File: src/rtl/lvt_write_scheduler.sv
`default_nettype none
// ============================================================================
// Module   : lvt_write_scheduler
// Purpose  : Arbitrates NUM_PORTS write requesters onto the single write port
//            of a shared cache data bank. It mirrors every accepted write
//            into the live value table with the winning port ID. Arbitration
//            is round-robin, with an optional locked burst of up to MAX_BURST
//            beats. bank_stall blocks every grant.
// Revision : 1.0 - initial release
// ============================================================================
module lvt_write_scheduler #(
  parameter int NUM_PORTS  = 4,
  parameter int ADDR_WIDTH = 12,
  parameter int DATA_WIDTH = 32,
  parameter int LVT_WIDTH  = 2,
  parameter int MAX_BURST  = 8
) (
  input  logic                             clk,
  input  logic                             reset_n,
  input  logic [NUM_PORTS-1:0]             wr_req,
  input  logic [NUM_PORTS-1:0]             wr_lock,
  input  logic [NUM_PORTS*ADDR_WIDTH-1:0]  wr_addr,
  input  logic [NUM_PORTS*DATA_WIDTH-1:0]  wr_data,
  input  logic                             bank_stall,
  output logic [NUM_PORTS-1:0]             wr_ack,
  output logic                             bank_we,
  output logic [ADDR_WIDTH-1:0]            bank_addr,
  output logic [DATA_WIDTH-1:0]            bank_data,
  output logic                             lvt_we,
  output logic [ADDR_WIDTH-1:0]            lvt_addr,
  output logic [LVT_WIDTH-1:0]             lvt_data,
  output logic [LVT_WIDTH-1:0]             owner,
  output logic                             locked
);

  typedef enum logic [0:0] {
    ST_IDLE   = 1'b0,
    ST_LOCKED = 1'b1
  } state_t;

  // Burst counter is 8 bits wide because MAX_BURST never exceeds 255.
  localparam logic [7:0]           C_MAX_BURST = 8'(MAX_BURST);
  // A single-beat burst limit makes locking meaningless, so wr_lock is ignored.
  localparam bit                   C_LOCK_EN   = (MAX_BURST > 1);
  localparam logic [LVT_WIDTH:0]   C_NUM_PORTS = (LVT_WIDTH+1)'(NUM_PORTS);

  // Port index + 1, wrapping at NUM_PORTS (which need not be a power of two).
  function automatic logic [LVT_WIDTH-1:0] wrap_inc(input logic [LVT_WIDTH-1:0] v);
    logic [LVT_WIDTH:0] s;
    s = {1'b0, v} + (LVT_WIDTH+1)'(1);
    if (s >= C_NUM_PORTS) s = '0;
    return s[LVT_WIDTH-1:0];
  endfunction

  state_t                r_state;
  state_t                w_state_next;
  logic [LVT_WIDTH-1:0]  r_rr_ptr;
  logic [LVT_WIDTH-1:0]  w_rr_ptr_next;
  logic [LVT_WIDTH-1:0]  r_owner;
  logic [LVT_WIDTH-1:0]  w_owner_next;
  logic [7:0]            r_beat_cnt;
  logic [7:0]            w_beat_cnt_next;

  logic [NUM_PORTS-1:0]  w_ack;
  logic                  w_xfer;
  logic                  w_sel_lock;
  logic [LVT_WIDTH-1:0]  w_sel_id;
  logic [ADDR_WIDTH-1:0] w_sel_addr;
  logic [DATA_WIDTH-1:0] w_sel_data;

  logic                  r_bank_we;
  logic [ADDR_WIDTH-1:0] r_bank_addr;
  logic [DATA_WIDTH-1:0] r_bank_data;
  logic [LVT_WIDTH-1:0]  r_lvt_data;

  // Grant: the owner only while locked, otherwise the first requester from rr_ptr upward.
  always_comb begin
    logic               found;
    logic [LVT_WIDTH:0] idx;
    w_ack = '0;
    found = 1'b0;
    idx   = '0;
    if (reset_n && !bank_stall) begin
      if (r_state == ST_LOCKED) begin
        for (int i = 0; i < NUM_PORTS; i++) begin
          if (r_owner == LVT_WIDTH'(i)) w_ack[i] = wr_req[i];
        end
      end else begin
        for (int k = 0; k < NUM_PORTS; k++) begin
          idx = {1'b0, r_rr_ptr} + (LVT_WIDTH+1)'(k);
          if (idx >= C_NUM_PORTS) idx = idx - C_NUM_PORTS;
          for (int i = 0; i < NUM_PORTS; i++) begin
            if (!found && (idx == (LVT_WIDTH+1)'(i)) && wr_req[i]) begin
              w_ack[i] = 1'b1;
              found    = 1'b1;
            end
          end
        end
      end
    end
  end

  // Select the transferring port's address, data, lock flag and ID.
  always_comb begin
    w_xfer     = |w_ack;
    w_sel_lock = |(w_ack & wr_lock);
    w_sel_id   = '0;
    w_sel_addr = '0;
    w_sel_data = '0;
    for (int i = 0; i < NUM_PORTS; i++) begin
      if (w_ack[i]) begin
        w_sel_id   = LVT_WIDTH'(i);
        w_sel_addr = wr_addr[i*ADDR_WIDTH +: ADDR_WIDTH];
        w_sel_data = wr_data[i*DATA_WIDTH +: DATA_WIDTH];
      end
    end
  end

  // Next-state logic for lock entry/release, the round-robin pointer and the burst count.
  always_comb begin
    w_state_next    = r_state;
    w_rr_ptr_next   = r_rr_ptr;
    w_owner_next    = r_owner;
    w_beat_cnt_next = r_beat_cnt;
    case (r_state)
      ST_IDLE: begin
        if (w_xfer) begin
          if (C_LOCK_EN && w_sel_lock) begin
            // The pointer stays put; it advances past the owner on release.
            w_state_next    = ST_LOCKED;
            w_owner_next    = w_sel_id;
            w_beat_cnt_next = 8'd1;
          end else begin
            w_rr_ptr_next = wrap_inc(w_sel_id);
          end
        end
      end
      ST_LOCKED: begin
        // Bubbles (owner not requesting) leave the beat count untouched.
        if (w_xfer) begin
          if (!w_sel_lock || (r_beat_cnt + 8'd1 == C_MAX_BURST)) begin
            w_state_next    = ST_IDLE;
            w_rr_ptr_next   = wrap_inc(r_owner);
            w_beat_cnt_next = 8'd0;
          end else begin
            w_beat_cnt_next = r_beat_cnt + 8'd1;
          end
        end
      end
      default: begin
        w_state_next    = ST_IDLE;
        w_beat_cnt_next = 8'd0;
      end
    endcase
  end

  // Arbitration state register.
  always_ff @(posedge clk) begin
    if (!reset_n) begin
      r_state    <= ST_IDLE;
      r_rr_ptr   <= '0;
      r_owner    <= '0;
      r_beat_cnt <= 8'd0;
    end else begin
      r_state    <= w_state_next;
      r_rr_ptr   <= w_rr_ptr_next;
      r_owner    <= w_owner_next;
      r_beat_cnt <= w_beat_cnt_next;
    end
  end

  // Registered bank/LVT write; address, data and ID hold when nothing transfers.
  always_ff @(posedge clk) begin
    if (!reset_n) begin
      r_bank_we   <= 1'b0;
      r_bank_addr <= '0;
      r_bank_data <= '0;
      r_lvt_data  <= '0;
    end else begin
      r_bank_we <= w_xfer;
      if (w_xfer) begin
        r_bank_addr <= w_sel_addr;
        r_bank_data <= w_sel_data;
        r_lvt_data  <= w_sel_id;
      end
    end
  end

  assign wr_ack    = w_ack;
  assign bank_we   = r_bank_we;
  assign bank_addr = r_bank_addr;
  assign bank_data = r_bank_data;
  assign lvt_we    = r_bank_we;
  assign lvt_addr  = r_bank_addr;
  assign lvt_data  = r_lvt_data;
  assign owner     = r_owner;
  assign locked    = (r_state == ST_LOCKED);

endmodule
`default_nettype wire
File: config.mk
export PLATFORM = sky130hd
export DESIGN_NAME = lvt_write_scheduler
export DESIGN_NICKNAME = d
export VERILOG_FILES = /design/src/rtl/lvt_write_scheduler.sv
export SDC_FILE = /design/constraint.sdc
export NUM_CORES = 1
export LEC_CHECK = 0
export ABC_AREA = 0
export BUFFER_PORTS_ARGS = -buffer_cell sky130_fd_sc_hd__buf_2
export CELL_PAD_IN_SITES_DETAIL_PLACEMENT = 0
export CELL_PAD_IN_SITES_GLOBAL_PLACEMENT = 1
export CORE_MARGIN = 1
export CORE_UTILIZATION = 28
export DETAILED_ROUTE_END_ITERATION = 10
export PLACE_DENSITY_LB_ADDON = 0.1
export SYNTH_ARGS = -nofsm -noshare
export SYNTH_HDL_FRONTEND = slang
export SYNTH_SLANG_ARGS = --single-unit
File: constraint.sdc
create_clock -name clk -period 3.3 [get_ports clk]
set_input_delay 0.165 -clock clk [delete_from_list [all_inputs] [get_ports clk]]
set_output_delay 0.165 -clock clk [all_outputs]
set_load 0.1 [all_outputs]
; Word-level counts from Yosys, hierarchy flattened
; Cells that the tools add are included.
; Widths: inputs -> output; s select.
[totals]
regBits = 60
latchBits = 0
ramBits = 0
rom_bits = 0
in_bits = 187
output_inout_bits = 67
elab_cells = 213
memories = 0
[op_classes]
add_sub_neg = 10
mul = 0
div = 0
magnitude_cmp = 6
n_eq_ne = 21
n_shift = 0
mux = 106
bitwise_logic = 2
n_reduce_logical = 60
[op_table]
columns = op, n
row1 = $mux 32, 4
row2 = $mux 1, 69
row3 = $mux 12, 4
row4 = $mux 3, 12
row5 = $logic_and 1x1->1, 32
row6 = $mux 8, 4
row7 = $eq 3x2->1 const B, 8
row8 = $logic_not 1->1, 17
row9 = $mux 2, 8
row10 = $pmux 8 s2, 1
row11 = $ge 3x3->1 const B, 5
row12 = $eq 3x1->1 const B, 4
row13 = $logic_not 3->1, 4
row14 = $add 2x1->3 const B, 3
row15 = $sub 3x3->3 const B, 3
row16 = $add 8x1->8 const B, 1
row17 = $eq 8x4->1 const B, 1
row18 = $mux 4, 2
row19 = $reduce_or 4->1, 2
row20 = $add 2x2->3 const B, 2
row21 = $ne 2x2->1 const B, 3
row22 = $reduce_and 3->1, 2
row23 = $and 4x4->4, 1
row24 = $eq 2x2->1 const B, 2
row25 = other kinds (10), 11

; Depth between registers and ports, before layout
[logic_depth]
word_depth = 108
depth_mapped = 12
depth_no_buf = 10

; Worst setup path after synthesis
; Ideal clock, no wire load.
[synth_timing]
path_kind = register -> register
startpoint = register r_state, in the netlist locked
endpoint = register r_bank_addr[10], in the netlist bank_addr[10]
setup_time_ns = 0.084
arrival_ns = 3.427
required_ns = 3.216
path_slack_ns = -0.211
stages_incl_launch_ff = 10
n_path_buf = 3
cell_sequence = dfxtp_1 > clkbuf_1 > nor3_1 > a21oi_1 > clkbuf_1 > clkbuf_1 > nand3_1 > nand3_1 > o21ai_0 > o21ai_1
[synth_via]
elab_chain_cells = 6
[synth_lines]
columns = item, line
row1 = from (decl), 55  ; state_t r_state;
row2 = from (signal assigned), 165  ; r_state <= w_state_next;
row3 = $mux 4 (*), 84  ; if (r_state == ST_LOCKED) begin
row4 = $mux 4 (*), 83  ; if (reset_n && !bank_stall) begin
row5 = named net wr_ack[0], 25  ; output logic [NUM_PORTS-1:0] wr_ack,
row6 = $mux 12 (4 in series), 111  ; if (w_ack[i]) begin
row7 = to (signal assigned), 182  ; r_bank_addr <= w_sel_addr;
row8 = to (decl), 72  ; logic [ADDR_WIDTH-1:0] r_bank_addr;
; The timed path passes the listed nets; every way through them passes the cells marked *.
; A chain may end at the register's enable or synchronous reset.

; Worst setup path after layout
[layout_timing]
startpoint = register r_state, in the netlist locked
endpoint = output port wr_ack[0]
[layout_via]
elab_chain_cells = 2
[layout_lines]
columns = item, line
row1 = $mux 4, 84
row2 = $mux 4, 83
row3 = to (decl), 25
; Every way passes these cells.

==> impl_metrics.ini <==
[placed_design]
gp_congestion = 0.832
hpwl_um = 10000
dp.cells = 876
pre_cts_ws_ns = 0.630
io_buffers = 253

[synthesis]
synth_top_cell_by_area = dfxtp_1
yosysMostFrequentCell = nand3_1
syn_inst = 499
yosys_warnings = 0
syn_avg_cell_area_um2 = 7.33
ys_types = 51
synth_area_leaders = dfxtp_1 (33%), nand3_1 (13%), a22oi_1 (9.0%), o21ai_0 (7.4%), nand2_1 (6.4%)
syn-cell-area_um2 = 3660
ys_seq_elements = 60
ys_seq_area_share_pct = 32.8
yosysTopAreaCellShare_pct = 32.8
synth-edff-count = 0
ys_dominant_reg_cell = dfxtp_1
async_flop_share_pct = 0
synth_common_cells = nand3_1 (92), nand2_1 (62), dfxtp_1 (60), o21ai_0 (54), a22oi_1 (44)
syn-num-nets = 691

[run_status]
status = completed

[cts]
clk_pin_slew_ns = 0.05
cts_tree = yes
clock_sinks = 60
cts_buffers = 9
clockBufferDepth = 2
cts_resized = 0
cts_root_buf = clkbuf_16
postCtsSetupBuffers = 0
hold_buffers = 0
insertion_delay_ns = 0.33
htree_levels = 3

[worst_setup_path]
worst_ep_required_time_ns = 3.13
cp_max_fo = 45
cp.arrival_ns = 2.65
cp_slowest_stage_delay_ns = 0.83
startpoint_type = flip-flop
cp_cell_sequence = nor3_1 > a21oi_4 > buf_4 > buf_2
worst_path_max_delay_cell = dfxtp_1
cp-end-kind = output port
crit_type = reg2out

[sta]
finalHoldViolCount = 0
finalSetupTns_ns = 0
fmax_mhz = 355
tightest_slew_ns = 0.797
grt_setup_unrepaired = no
slew_headroom_pct = 46.8
slew_viol_final = 0
fin_crit_ns = 2.82
skew_ns = 0.00536
setup_ws_ns = 0.483
finalCritPeriodShare_pct = 85.4
hold-worst-slack_ns = 0.0696
setup_viol = 0

[worst_hold_path]
hold_path.class = in2reg

[route]
drt-initial-drc-count = 245
drc = 0
antenna_left = 0
firstDrtPassIters = 4
num_vias = 4470
wl_um = 13800
avgRoutedWirePerCell_um = 15.4
vias_per_cell = 5.01

[run]
max_cap_viol_count = 0

[global_routing]
met1_usage_pct = 23.0
antenna_found_initial = 1
grt_usage_pct = 19.3
grt_max_degree = 91
grt-busiest-layer = met2
grt_pass1_vias = 3820
grt_first_pass_wirelength_um = 19800
grt_overflow_total = 0
grtUsageMet2_pct = 34.5
grtUsageMet3_pct = 4.36

[floorplanning]
dieWidth_um = 116
fp.coreArea_um2 = 12700
num_rows = 41
dieArea_um2 = 13500
die_y_um = 116
start_util_pct = 28.9
ioPinCount = 254

[pwr]
pwr_density_cell_nw_per_um2 = 1160
ir_drop_mv = 0.622
power.leakage_nw = 2.56

[layout]
area_growth_pct = 43.4
layout-drive-gt1-share_pct = 39.5
layout.cells.non_filler = 892
nNetsFinal = 907
fin_util_pct = 41.4
## cell usage in the layout (no fill, tap or decap), drive strengths merged, types with 3 or more instances in the layout
master    n
a21oi     6
a22oi    44
and2      3
and3      5
buf     262
clkbuf   13
dfxtp    60
ha        5
inv       5
mux2i     4
nand2    62
nand2b    5
nand3    92
nor2     12
nor2b     4
nor3b     5
o21ai    94
## metrics by stage
step                      power (mW)  instance area [um^2]
final                           6.11                  5250
after global routing            6.39                  5240
after CTS                       6.16                  5240
after detailed placement        5.21                  4960
after global placement          5.21                  4960
after floorplan                 4.63                  3670
## metal layers
layer | wire length [um] | vias up
met4 | 178 | 2
met1 | 5780 | 2021
met2 | 6860 | 180
met3 | 920 | 16
met5 | 13 | -
li1 | - | 2251
## worst paths after layout
path / end / cells after the start / start / slack, ns
setup / recovery: wr_ack[0] / 4 / locked / 0.48
hold / removal: bank_data[3] / 3 / wr_data[99] / 0.07
setup reg to reg: r_beat_cnt[3] / 7 / locked / 0.62
hold reg to reg: lvt_data[0] / 2 / lvt_data[0] / 0.44
## layout make-up
type                            count  area, um^2
Fill cell                        1369        7420
Inverter                            5        18.8
Antenna cell                        1        2.50
Clock inverter                      2        35.0
Timing Repair Buffer              262        1350
Clock buffer                       13         250
Tap cell                          172         215
Sequential cell                    60        1200
Multi-Input combinational cell    377        2180
## flip-flops by register name (all words and copies together), names as in the netlist
signal,flops
bank_we,1
bank_addr,12
owner,2
bank_data,32
r_rr_ptr,2
r_beat_cnt,8
locked,1
lvt_data,2
## where the power goes
| part | leakage [nW] | switching, mW | total, mW | internal [mW] |
|---|---|---|---|---|
| combinational | 1.93 | 3.32 | 3.95 | 0.627 |
| clock | 0.140 | 0.325 | 0.925 | 0.600 |
| sequential | 0.496 | 0.203 | 1.23 | 1.03 |
## logic make-up (layout without fill, tap and decap cells)
group	count (synthesis)	in the layout	synth area share (%)
DFF	60	60	32.8
and+or+nand+nor	200	200	27.1
xor gates and xnor gates	3	3	0.718
buffers and inverters	62	282	8.31
other	0	1	0
adders and majority gates	5	5	1.71
AOI/OAI and AO/OA	165	165	28.2
muxes	4	4	1.09
## worst max-delay path, delay by kind of cell, from the launching register on
family,cells,cell delay (ns)
and+or+nand+nor,1,0.22
buffers and inverters,2,1.01
AOI/OAI and AO/OA,1,0.24
DFF,1,0.83
Power figures use the tool's default switching activity.
